<file path="src/rtl/seq_ctrl_unit.sv">
// Multi-cycle control sequencer: FETCH/DECODE/EXEC/MEM/HALT with a req/ready memory handshake and timeout.
// Optional retired-instruction counter enabled by defining SEQ_CTRL_PERF_CNT_EN.
module seq_ctrl_unit #(
    parameter int INST_W      = 32,
    parameter int OPC_W       = 4,
    parameter int FUNC_W      = 4,
    parameter int MEM_TIMEOUT = 16
) (
    input  logic              clk_i,
    input  logic              rst_i,
    input  logic              run_i,
    input  logic [INST_W-1:0] inst_i,
    input  logic              status_c_i,
    input  logic              status_z_i,
    input  logic              mem_ready_i,
    output logic [3:0]        phase_o,
    output logic              ld_ir_o,
    output logic              inc_pc_o,
    output logic              ld_pc_o,
    output logic              ld_a_o,
    output logic              ld_b_o,
    output logic              ld_c_o,
    output logic              ld_z_o,
    output logic              clr_a_o,
    output logic              clr_b_o,
    output logic              clr_c_o,
    output logic              clr_z_o,
    output logic              a_mux_o,
    output logic              b_mux_o,
    output logic              im_mux1_o,
    output logic              reg_mux_o,
    output logic [1:0]        im_mux2_o,
    output logic [1:0]        data_mux_o,
    output logic [2:0]        alu_op_o,
    output logic              mem_req_o,
    output logic              mem_we_o,
    output logic              mem_err_o,
    output logic              halted_o
`ifdef SEQ_CTRL_PERF_CNT_EN
    ,
    output logic [31:0]       retired_o
`endif
);

    localparam int CNT_W = (MEM_TIMEOUT > 1) ? $clog2(MEM_TIMEOUT) : 1;

    localparam logic [OPC_W-1:0] OP_LDAI = OPC_W'(4'h0);
    localparam logic [OPC_W-1:0] OP_LDBI = OPC_W'(4'h1);
    localparam logic [OPC_W-1:0] OP_STA  = OPC_W'(4'h2);
    localparam logic [OPC_W-1:0] OP_STB  = OPC_W'(4'h3);
    localparam logic [OPC_W-1:0] OP_LUI  = OPC_W'(4'h4);
    localparam logic [OPC_W-1:0] OP_JMP  = OPC_W'(4'h5);
    localparam logic [OPC_W-1:0] OP_BEQ  = OPC_W'(4'h6);
    localparam logic [OPC_W-1:0] OP_ALU  = OPC_W'(4'h7);
    localparam logic [OPC_W-1:0] OP_BNE  = OPC_W'(4'h8);
    localparam logic [OPC_W-1:0] OP_LDA  = OPC_W'(4'h9);
    localparam logic [OPC_W-1:0] OP_LDB  = OPC_W'(4'hA);
    localparam logic [OPC_W-1:0] OP_HALT = OPC_W'(4'hF);

    localparam logic [2:0] ALU_AND = 3'b000;
    localparam logic [2:0] ALU_OR  = 3'b001;
    localparam logic [2:0] ALU_ADD = 3'b010;
    localparam logic [2:0] ALU_SUB = 3'b011;
    localparam logic [2:0] ALU_ROL = 3'b100;
    localparam logic [2:0] ALU_ROR = 3'b101;

    typedef enum logic [2:0] {
        S_FETCH  = 3'd0,
        S_DECODE = 3'd1,
        S_EXEC   = 3'd2,
        S_MEM    = 3'd3,
        S_HALT   = 3'd4
    } state_e;

    state_e           state_q, state_d;
    logic [CNT_W-1:0] cnt_q, cnt_d;
    logic             mem_err_q, mem_err_d;

    logic [OPC_W-1:0]  opc;
    logic [FUNC_W-1:0] func;
    logic              is_mem_op, is_load, arith;
    logic              unused_inst;

    assign opc         = inst_i[INST_W-1 -: OPC_W];
    assign func        = inst_i[INST_W-OPC_W-1 -: FUNC_W];
    assign unused_inst = ^inst_i;
    assign is_load     = (opc == OP_LDA) || (opc == OP_LDB);
    assign is_mem_op   = is_load || (opc == OP_STA) || (opc == OP_STB);

    always_ff @(posedge clk_i) begin
        if (rst_i) begin
            state_q   <= S_FETCH;
            cnt_q     <= '0;
            mem_err_q <= 1'b0;
        end else begin
            state_q   <= state_d;
            cnt_q     <= cnt_d;
            mem_err_q <= mem_err_d;
        end
    end

    always_comb begin
        state_d    = state_q;
        cnt_d      = cnt_q;
        mem_err_d  = mem_err_q;
        arith      = 1'b0;
        ld_ir_o    = 1'b0;
        inc_pc_o   = 1'b0;
        ld_pc_o    = 1'b0;
        ld_a_o     = 1'b0;
        ld_b_o     = 1'b0;
        ld_c_o     = 1'b0;
        ld_z_o     = 1'b0;
        clr_a_o    = 1'b0;
        clr_b_o    = 1'b0;
        clr_c_o    = 1'b0;
        clr_z_o    = 1'b0;
        a_mux_o    = 1'b0;
        b_mux_o    = 1'b0;
        im_mux1_o  = 1'b0;
        reg_mux_o  = 1'b0;
        im_mux2_o  = 2'b00;
        data_mux_o = 2'b00;
        alu_op_o   = 3'b000;
        mem_req_o  = 1'b0;
        mem_we_o   = 1'b0;

        // run=0 freezes state/counter and silences every strobe, including mem_req.
        if (run_i && !rst_i) begin
            case (state_q)
                S_FETCH: begin
                    ld_ir_o = 1'b1;
                    state_d = S_DECODE;
                end
                S_DECODE: begin
                    inc_pc_o = 1'b1;
                    ld_pc_o  = 1'b1;
                    state_d  = S_EXEC;
                end
                S_EXEC: begin
                    cnt_d = '0;
                    case (opc)
                        OP_LDAI: ld_a_o = 1'b1;
                        OP_LDBI: begin
                            ld_b_o  = 1'b1;
                            b_mux_o = 1'b1;
                        end
                        OP_LUI: begin
                            im_mux1_o  = 1'b1;
                            data_mux_o = 2'b01;
                            alu_op_o   = ALU_ADD;
                            ld_a_o     = 1'b1;
                            ld_c_o     = 1'b1;
                            ld_z_o     = 1'b1;
                        end
                        OP_JMP: ld_pc_o = 1'b1;
                        OP_BEQ: ld_pc_o = status_z_i;
                        OP_BNE: ld_pc_o = !status_z_i;
                        OP_ALU: begin
                            case (func)
                                FUNC_W'(4'h0): begin arith = 1'b1; alu_op_o = ALU_ADD; end
                                FUNC_W'(4'h1): begin arith = 1'b1; alu_op_o = ALU_ADD; im_mux2_o = 2'b01; end
                                FUNC_W'(4'h2): begin arith = 1'b1; alu_op_o = ALU_SUB; end
                                FUNC_W'(4'h3): begin arith = 1'b1; alu_op_o = ALU_ADD; im_mux2_o = 2'b10; end
                                FUNC_W'(4'h4): begin arith = 1'b1; alu_op_o = ALU_ROL; end
                                FUNC_W'(4'h5): clr_a_o = 1'b1;
                                FUNC_W'(4'h6): clr_b_o = 1'b1;
                                FUNC_W'(4'h7): clr_c_o = 1'b1;
                                FUNC_W'(4'h8): clr_z_o = 1'b1;
                                FUNC_W'(4'h9): begin arith = 1'b1; alu_op_o = ALU_AND; im_mux2_o = 2'b01; end
                                FUNC_W'(4'hA): begin inc_pc_o = status_z_i; ld_pc_o = status_z_i; end
                                FUNC_W'(4'hB): begin arith = 1'b1; alu_op_o = ALU_AND; end
                                FUNC_W'(4'hC): begin inc_pc_o = status_c_i; ld_pc_o = status_c_i; end
                                FUNC_W'(4'hD): begin arith = 1'b1; alu_op_o = ALU_OR; im_mux2_o = 2'b01; end
                                FUNC_W'(4'hE): begin arith = 1'b1; alu_op_o = ALU_SUB; im_mux2_o = 2'b10; end
                                FUNC_W'(4'hF): begin arith = 1'b1; alu_op_o = ALU_ROR; end
                                default: ;
                            endcase
                            if (arith) begin
                                data_mux_o = 2'b10;
                                ld_a_o     = 1'b1;
                                ld_c_o     = 1'b1;
                                ld_z_o     = 1'b1;
                            end
                        end
                        default: ;
                    endcase
                    if (is_mem_op)
                        state_d = S_MEM;
                    else if (opc == OP_HALT)
                        state_d = S_HALT;
                    else
                        state_d = S_FETCH;
                end
                S_MEM: begin
                    mem_req_o = 1'b1;
                    mem_we_o  = (opc == OP_STA) || (opc == OP_STB);
                    reg_mux_o = (opc == OP_STB) || (opc == OP_LDB);
                    if (is_load)
                        data_mux_o = 2'b01;
                    if (mem_ready_i) begin
                        ld_a_o  = (opc == OP_LDA);
                        ld_b_o  = (opc == OP_LDB);
                        cnt_d   = '0;
                        state_d = S_FETCH;
                    end else if (cnt_q == CNT_W'(MEM_TIMEOUT - 1)) begin
                        // Request is held through this last wait cycle, then abandoned.
                        mem_err_d = 1'b1;
                        cnt_d     = '0;
                        state_d   = S_FETCH;
                    end else begin
                        cnt_d = cnt_q + 1'b1;
                    end
                end
                default: ;
            endcase
        end
    end

    always_comb begin
        phase_o = 4'b0000;
        if (!rst_i) begin
            case (state_q)
                S_FETCH:  phase_o = 4'b0001;
                S_DECODE: phase_o = 4'b0010;
                S_EXEC:   phase_o = 4'b0100;
                S_MEM:    phase_o = 4'b1000;
                default:  phase_o = 4'b0000;
            endcase
        end
    end

    assign halted_o  = !rst_i && (state_q == S_HALT);
    assign mem_err_o = !rst_i && mem_err_q;

`ifdef SEQ_CTRL_PERF_CNT_EN
    logic [31:0] retired_q;

    always_ff @(posedge clk_i) begin
        if (rst_i)
            retired_q <= '0;
        else if (run_i && state_d == S_FETCH && (state_q == S_EXEC || state_q == S_MEM))
            retired_q <= retired_q + 32'd1;
    end

    assign retired_o = rst_i ? 32'd0 : retired_q;
`endif

endmodule

</file>
<file path="config.mk">
export PLATFORM = sky130hd
export DESIGN_NAME = seq_ctrl_unit
export DESIGN_NICKNAME = d
export VERILOG_FILES = /design/src/rtl/seq_ctrl_unit.sv
export SDC_FILE = /design/constraint.sdc
export NUM_CORES = 1
export LEC_CHECK = 0
export CORE_ASPECT_RATIO = 1.4
export CORE_MARGIN = 5
export CORE_UTILIZATION = 36
export CTS_CLUSTER_DIAMETER = 80
export CTS_CLUSTER_SIZE = 30
export DETAILED_ROUTE_END_ITERATION = 8
export PLACE_DENSITY_LB_ADDON = 0.2
export SETUP_SLACK_MARGIN = 0.3
export SLEW_MARGIN = 20
export SYNTH_ARGS = -nofsm -noshare
export SYNTH_HDL_FRONTEND = slang
export SYNTH_SLANG_ARGS = --single-unit
</file>
<file path="constraint.sdc">
create_clock -name clk_i -period 2.1 [get_ports clk_i]
set_input_delay 0.315 -clock clk_i [delete_from_list [all_inputs] [get_ports clk_i]]
set_output_delay 0.315 -clock clk_i [all_outputs]
set_load 0.02 [all_outputs]
</file>
# Word-level counts from Yosys, hierarchy flattened
# Cells that the tools add are included.
# op_classes
shifts	0
n_div	0
mul	0
mux	75
addsub	1
eq_ne	32
bitwise	1
n_reduce_logical	24
order_cmp	0
# ops
cell	count
$eq 4x4->1 const B	13
$mux 1	45
$eq 4x3->1 const B	8
$mux 3	6
$eq 4x2->1 const B	4
$pmux 4 s4	1
$pmux 3 s5	1
$pmux 1 s2	7
$mux 4	3
$pmux 2 s2	3
$pmux 3 s4	1
$mux 2	5
$reduce_or 10->1	1
$eq 4x1->1 const B	2
$logic_not 4->1	2
$pmux 4 s2	1
$eq 3x2->1 const B	2
$pmux 3 s2	1
$reduce_or 2->1	3
$reduce_or 3->1	2
$logic_or 1x1->1	5
$add 4x1->4 const B	1
$pmux 1 s4	1
$reduce_and 4->1	1
11 further kinds	14
# word_totals
mem_bits_rw	0
latch_bits	0
input_bits	38
n_memories	0
mem_bits_ro	0
reg_bits	8
output_inout_bits	30
word_cells	136

# Depth between registers and ports, before layout
# Gate-level depths: netlist (run 1).
# logic_depth
depth_word	10
mapped_depth	6

# Least setup slack after synthesis (run 1)
# Ideal clock, no wire load.
# synth_timing
path_kind	register -> output
startpoint	register state_q[2]
endpoint	output port ld_z_o
setup_slack_ns	-0.046
stages_incl_launch_ff	7
required_time_ns	1.785
path_buffers	2
arrival_ns	1.831
path_cell_list	dfxtp_1 -> or2_1 -> buf_6 -> or4_4 -> a221o_1 -> nand2_1 -> buf_4
# synth_between
elab_chain_cells	3
# synth_lines
element	line	text
start: declaration	75	state_e state_q, state_d;
start signal: assignment	96	state_q <= state_d;
$eq 3x2->1	n/a	
$mux 1 (2 in series)	n/a	
end: declaration	23	output logic ld_z_o,
# Every way passes these cells.

# Worst setup path after layout (run 1)
# layout_timing
startpoint	register state_q[0]
endpoint	output port clr_a_o
# layout_between
elab_chain_cells	3
# layout_lines
element	line	text
$eq 3x2->1	130	case (state_q)
$mux 1	130	
$mux 1	129	if (run_i && !rst_i) begin
end: declaration	24	output logic clr_a_o,
# Every way passes these cells.

==> results of run 1 <==
==> layout make-up <==
class / instances / area, um^2 / area share, %
tap: 36 / 45.0 / 2.23
timing repair buffer: 95 / 837 / 41.4
clock buffer: 3 / 22.5 / 1.11
multi-input combinational: 119 / 931 / 46.0
inverter: 6 / 22.5 / 1.11
sequential: 8 / 164 / 8.11
==> critical path, delay by kind of cell (launching register included) <==
kind | cells | cell delay (ps)
simple gates | 3 | 870
buf+inv | 3 | 440
flops | 1 | 320
==> layer usage <==
metal	wire length [um]	up-vias
met4	44	0
li1	-	687
met3	207	6
met1	1450	680
met2	2370	49
met5	0	-
==> sequential cells by signal (all words and copies together) (netlist names) <==
register,count
state_q,3
mem_err_q,1
cnt_q,4
==> power breakdown <==
group	switching, mW	internal (mW)	leakage, nW	total (mW)
combinational	0.125	0.119	0.829	0.243
clock	0.0526	0.0654	0.0138	0.118
sequential	0.00166	0.156	0.0660	0.157
total	0.179	0.340	0.908	0.519
==> per-stage QoR <==
| stage | setup TNS (ps) | utilization (%) | power, mW | std cells |
|---|---|---|---|---|
| floorplan | 0 | - | 0.269 | 148 |
| global placement | -13620 | 65.2 | 0.363 | 251 |
| detailed placement | -13920 | 65.2 | 0.368 | 251 |
| CTS | -1520 | 70.7 | 0.499 | 263 |
| global route | -2030 | 75.7 | 0.551 | 267 |
| finish | -1100 | 75.7 | 0.519 | 267 |
==> logic make-up after synthesis <==
kind of cell | count (synthesis)
AND/OR/NAND/NOR | 89
flip-flops | 8
buffers and inverters | 21
XOR/XNOR | 2
adder cells (fa/ha/maj) | 1
other | 1
AO/OA/AOI/OAI | 26
==> worst paths after layout <==
| path | endpoint | slack (ps) | startpoint | cells past startpoint |
|---|---|---|---|---|
| worst max-delay path | clr_a_o | -110 | state_q[0] | 6 |
| worst min-delay path | cnt_q[0] | 500 | cnt_q[0] | 2 |
| worst max register to register | cnt_q[3] | 340 | state_q[1] | 7 |
| worst min register to register | cnt_q[0] | 500 | cnt_q[0] | 2 |
==> cells in the final DEF, fill, tap and decap left out, types with 3 or more instances in the layout <==
master,n
nor2_2,4
o21ai_0,4
nor2b_1,4
nand2_1,10
dfxtp_1,5
nand2_2,3
nor3_1,7
dfxtp_2,3
clkbuf_2,3
nor2_1,15
a21oi_1,6
nand3b_1,4
buf_6,23
dlygate4sd2_1,4
buf_4,52
nand3_1,4
buf_2,5
nand2b_1,4
inv_1,4
nor2_4,3
and3_1,3
clkbuf_4,3
==> what timing repair did <==
item	4_1_cts	5_1_grt
pin swaps	15	13
endpoints found under the setup margin	30	28
gates cloned	1	0
setup buffers	8	4
gates resized for setup	187	42
hold buffers	0	0
==> results by group, run 1 <==
Critical path
  – Kind of critical path: reg2out
  – WP data required: 1780 ps
  – Crit start category: register
  – Critical Path Sink Type: output pin
  – Max incr delay on CP: 430 ps
  – Data arrival time of the critical path: 1900 ps
  – Cell Chain, Critical Path: or2_4 > or4_4 > buf_6 > buf_12 > nor4b_4 > buf_4
  – CP max FO: 5
  – Worst path slowest cell: or4_4

Logic synthesis
  – Post-Syn Nets: 187
  – Synth Cell Area: 0.00101 mm^2
  – Post-Synth XOR/XNOR Area: 1.73%
  – Synth Area in Compound Gates: 16.8%
  – Ys async rst share: 0%
  – Synth cell types: 45
  – Post-synth EDFFs: 0
  – Top-area cell type share of the netlist area: 15.8%
  – Most frequent cells after synthesis: nor2_1, nand2_1, nor3_1
  – Main combinational cell family by area after synthesis: simple AND/OR/NAND/NOR gates
  – Synth top area cells: dfxtp_1, nor2_1, nand2_1
  – Register area share after synthesis: 15.8%
  – Simple-gate share of the synthesized area: 53.6%
  – Post-synthesis mux area share: 0%
  – Post-Synth Adder-Cell Area: 1.24%
  – Most frequent cell after synthesis: nor2_1
  – Top_reg_cell synth: dfxtp_1
  – Post-Syn Instances: 148
  – Leading area contributor after synthesis: dfxtp_1
  – Average cell area after synthesis: 6.84 um^2
  – #FFs+latches synth: 8
  – Ys Warns: 0

Clock network
  – Worst skew pair latency: 250 ps
  – Number of clock sinks: 8
  – Clock buffer count from CTS: 3
  – Reg clk slew, reported paths: 60 ps
  – CTS max path bufs: 2
  – CTS tree: done
  – Clock root cell: clkbuf_4
  – H-tree depth: 1

STA
  – Fmax: 452 MHz
  – Final period util: 105%
  – Clock Skews: 7.64 ps
  – RSZ-0062 raised after global routing: true
  – Hold_ws: 497 ps
  – Final hold vios: 0
  – Endpoints failing setup: 15
  – Worst Setup Slack, final: -110 ps
  – Final max-slew violation count: 0
  – Tmin final: 2210 ps

Route
  – Wirelength per Cell: 15.2 um
  – DRT iter0 DRCs: 29
  – 1st-pass router iterations: 4
  – Via density per instance: 5.33
  – Antenna-violating nets left: 0
  – Number of remaining DRC errors: 0
  – Routed wire length: 4.07 mm
  – Vias: 1422

Place
  – DP Worst Slack: -782 ps
  – DP Area: 0.00174 mm^2
  – Post-DP HPWL: 2.78 mm
  – Final RePlAce weighted congestion: 0.846
  – PortBufs: 42

Global routing
  – GRT busiest layer: met2
  – GR Layer Usage met3: 2.04%
  – Initial antenna violation count: 0
  – GRT Util Overall: 20.3%
  – Met1 Track Usage GR: 21.6%
  – Vias in the first global route: 1411
  – Largest net degree at the start of global routing: 14
  – First-pass GRT wire length: 6.28 mm
  – Total grt overflow: 0
  – Met2 Use GR: 38.7%

Power and ir drop
  – Max VDD drop: 0.270 mV
  – Power per cell area: 257 mW/mm^2
  – Leakage power: 0.908 nW

Die
  – Starting Density: 37.9%
  – Chip height: 72.7 um
  – Die extent in x: 54.8 um
  – Rows: 22
  – Core area: 0.00267 mm^2
  – Top-Level Pins: 68
  – Die Area: 0.00399 mm^2

Cells and area
  – NumNets Final: 272
  – Area grow syn2layout: 99.8%
  – Antenna cells: 0
  – Finished Cell Area: 0.00202 mm^2
  – Layout cells sized above 1: 58.4%
  – Filler Cell Count: 186

Status
  – Outcome: finished, violations left
  – Failing checks: setup timing

Flow run
  – Max_cap viols: 0

Worst hold path
  – Hold WC Path Type: reg2reg
Note: power is estimated with default switching activity, not from simulation.
==> run 2: changes to the inputs <==
PLACE_DENSITY = 0.87   (was not set)
PLACE_DENSITY_LB_ADDON = not set   (was 0.2)
==> results by group, run 2 (same netlist as run 1, synthesis figures left out) <==
Critical path
  – WP data required: 1780 ps (about the same)
  – Kind of critical path: reg2out (unchanged)
  – Max incr delay on CP: 530 ps (was 430 ps)
  – Crit start category: register (unchanged)
  – CP max FO: 4 (was 5)
  – Cell Chain, Critical Path: nand3b_1 > or4_4 > a221o_1 > o31ai_2 > buf_4 (was or2_4 > or4_4 > buf_6 > buf_12 > nor4b_4 > buf_4)
  – Worst path slowest cell: or4_4 (unchanged)
  – Critical Path Sink Type: output pin (unchanged)
  – Data arrival time of the critical path: 1920 ps (was 1900 ps)
  – Worst R2R Setup Slack: 280 ps (was 340 ps)

Clock network
  – H-tree depth: 1 (unchanged)
  – Number of clock sinks: 8 (unchanged)
  – CTS tree: done (unchanged)
  – CTS max path bufs: 2 (unchanged)
  – Worst skew pair latency: 260 ps (was 250 ps)
  – Clock buffer count from CTS: 3 (unchanged)
  – Reg clk slew, reported paths: 60 ps (about the same)
  – Hold bufs inserted after CTS: 0 (unchanged)
  – Clock root cell: clkbuf_4 (unchanged)

Die
  – Chip height: 72.7 um (unchanged)
  – Starting Density: 37.9% (unchanged)
  – Die Area: 0.00399 mm^2 (unchanged)
  – Die extent in x: 54.8 um (unchanged)
  – Top-Level Pins: 68 (unchanged)
  – Rows: 22 (unchanged)
  – Core area: 0.00267 mm^2 (unchanged)

Route
  – Metal-1 WL: 1.32 mm (was 1.45 mm)
  – DRT iter0 DRCs: 41 (was 29)
  – Highest routed layer: met4 (unchanged)
  – 1st-pass router iterations: 4 (unchanged)
  – Met2 WL: 2.15 mm (was 2.37 mm)
  – Vias: 1369 (was 1422)
  – Number of remaining DRC errors: 0 (unchanged)
  – Routed wire length: 3.77 mm (was 4.07 mm)
  – Met3 wire len: 225 um (was 207 um)
  – Wirelength per Cell: 14.5 um (was 15.2 um)
  – Antenna-violating nets left: 0 (unchanged)
  – Via density per instance: 5.29 (was 5.33)

Cells and area
  – Filler Cell Count: 243 (was 186)
  – Largest registers: cnt_q: 4 flops, state_q: 3 flops, mem_err_q: 1 flops (unchanged)
  – Commonest non-fill, non-tap cell in the layout: buf_4 (unchanged)
  – Area grow syn2layout: 78.0% (was 99.8%)
  – Antenna cells: 0 (unchanged)
  – Number of flip-flops in the largest register: 4 (unchanged)
  – Layout cells sized above 1: 51.1% (was 58.4%)
  – Register with the most flip-flops: cnt_q (unchanged)
  – NumNets Final: 264 (was 272)
  – Most frequent cells in the layout: buf_4, nor2_1, nand2_1, buf_6, nor3_1 (was buf_4, buf_6, nor2_1)

Place
  – Final RePlAce weighted congestion: 0.850 (was 0.846)
  – Post-DP HPWL: 2.77 mm (was 2.78 mm)
  – PortBufs: 42 (unchanged)

Global routing
  – Total grt overflow: 0 (unchanged)
  – Initial antenna violation count: 0 (unchanged)
  – Vias in the first global route: 1336 (was 1411)
  – First-pass GRT wire length: 5.74 mm (was 6.28 mm)
  – Largest net degree at the start of global routing: 14 (unchanged)
  – GRT Util Overall: 18.9% (was 20.3%)

Worst hold path
  – Hold WC Path Type: reg2reg (unchanged)

Power and ir drop
  – Power per cell area: 277 mW/mm^2 (was 257 mW/mm^2)
  – Pwr Total: 0.499 mW (was 0.519 mW)
  – Leakage power: 0.830 nW (was 0.908 nW)
  – Max VDD drop: 0.345 mV (was 0.270 mV)

STA
  – Tmin final: 2230 ps (was 2210 ps)
  – Worst Setup Slack, final: -131 ps (was -110 ps)
  – Final max-slew violation count: 0 (unchanged)
  – Endpoints failing setup: 7 (was 15)
  – Clock Skews: 7.80 ps (was 7.64 ps)
  – Setup TNS: -502 ps (was -1100 ps)
  – RSZ-0062 raised after global routing: true (unchanged)
  – Fmax: 448 MHz (was 452 MHz)
  – Final period util: 106% (was 105%)
  – Final hold vios: 0 (unchanged)

Flow run
  – Max_cap viols: 0 (unchanged)

Status
  – Outcome: finished, violations left (unchanged)
  – Failing checks: setup timing (unchanged)
run 2: changes by cell type in the layout (fill, tap and decap cells not counted), moves of 3 or more:
cell     before  now
buf_2         5    8
a21oi_2       0    3
nor2_4        3    0
nor3_1        7   10
buf_6        23   12
run 2: power by group:
group          leakage, nW  internal, mW  switching [mW]
registers           0.0658         0.155         0.00185
logic                0.751         0.107           0.114
clock network       0.0138        0.0656          0.0551
total                0.830         0.328           0.171
run 2: area by class of cell:
type | count | area [um^2] | area share, %
multi-input cells | 119 | 850 | 47.2
repair buffers | 87 | 699 | 38.8
flip-flops and latches | 8 | 163 | 9.03
well taps | 36 | 45.0 | 2.50
clock buffers | 3 | 22.5 | 1.25
inverters | 6 | 22.5 | 1.25
run 2: routing by layer:
| metal | vias up | GRT usage, % |
|---|---|---|
| met4 | 0 | 7.48 |
| met1 | 634 | 19.2 |
| met2 | 51 | 36.7 |
| met5 | - | 0 |
| met3 | 8 | 1.84 |
| li1 | 676 | - |
run 2: what timing repair did:
item                                    CTS  global route
hold endpoints to repair                  0             0
resized for setup                       164            25
endpoints found under the setup margin   30            29
pin swaps                                10             6
setup buffers                             7             2
run 2: per-stage QoR:
stage / utilization [%] / area, um^2 / setup WS [ps] / cells / hold slack (ps)
after floorplan: - / 1090 / 141 / 148 / 458
after detailed placement: 64.1 / 1710 / -827 / 247 / 477
after global placement: 64.1 / 1710 / -797 / 247 / 472
final: 67.5 / 1800 / -131 / 259 / 481
after global routing: 67.5 / 1800 / -171 / 259 / 518
after CTS: 66.1 / 1770 / -153 / 257 / 486
run 2: final timing paths:
check | endpoint | cells after the start | from
setup / recovery | ld_a_o | 5 | state_q[1]
setup reg to reg | cnt_q[3] | 7 | state_q[1]
hold reg to reg | cnt_q[0] | 2 | cnt_q[0]
hold / removal | cnt_q[0] | 2 | cnt_q[0]
run 2: critical path: cells and delay by family, from the launching register on:
kind | cells | cell delay (ps)
buffers and inverters | 1 | 180
and+or+nand+nor | 2 | 690
DFF | 1 | 330
AOI/OAI and AO/OA | 2 | 460
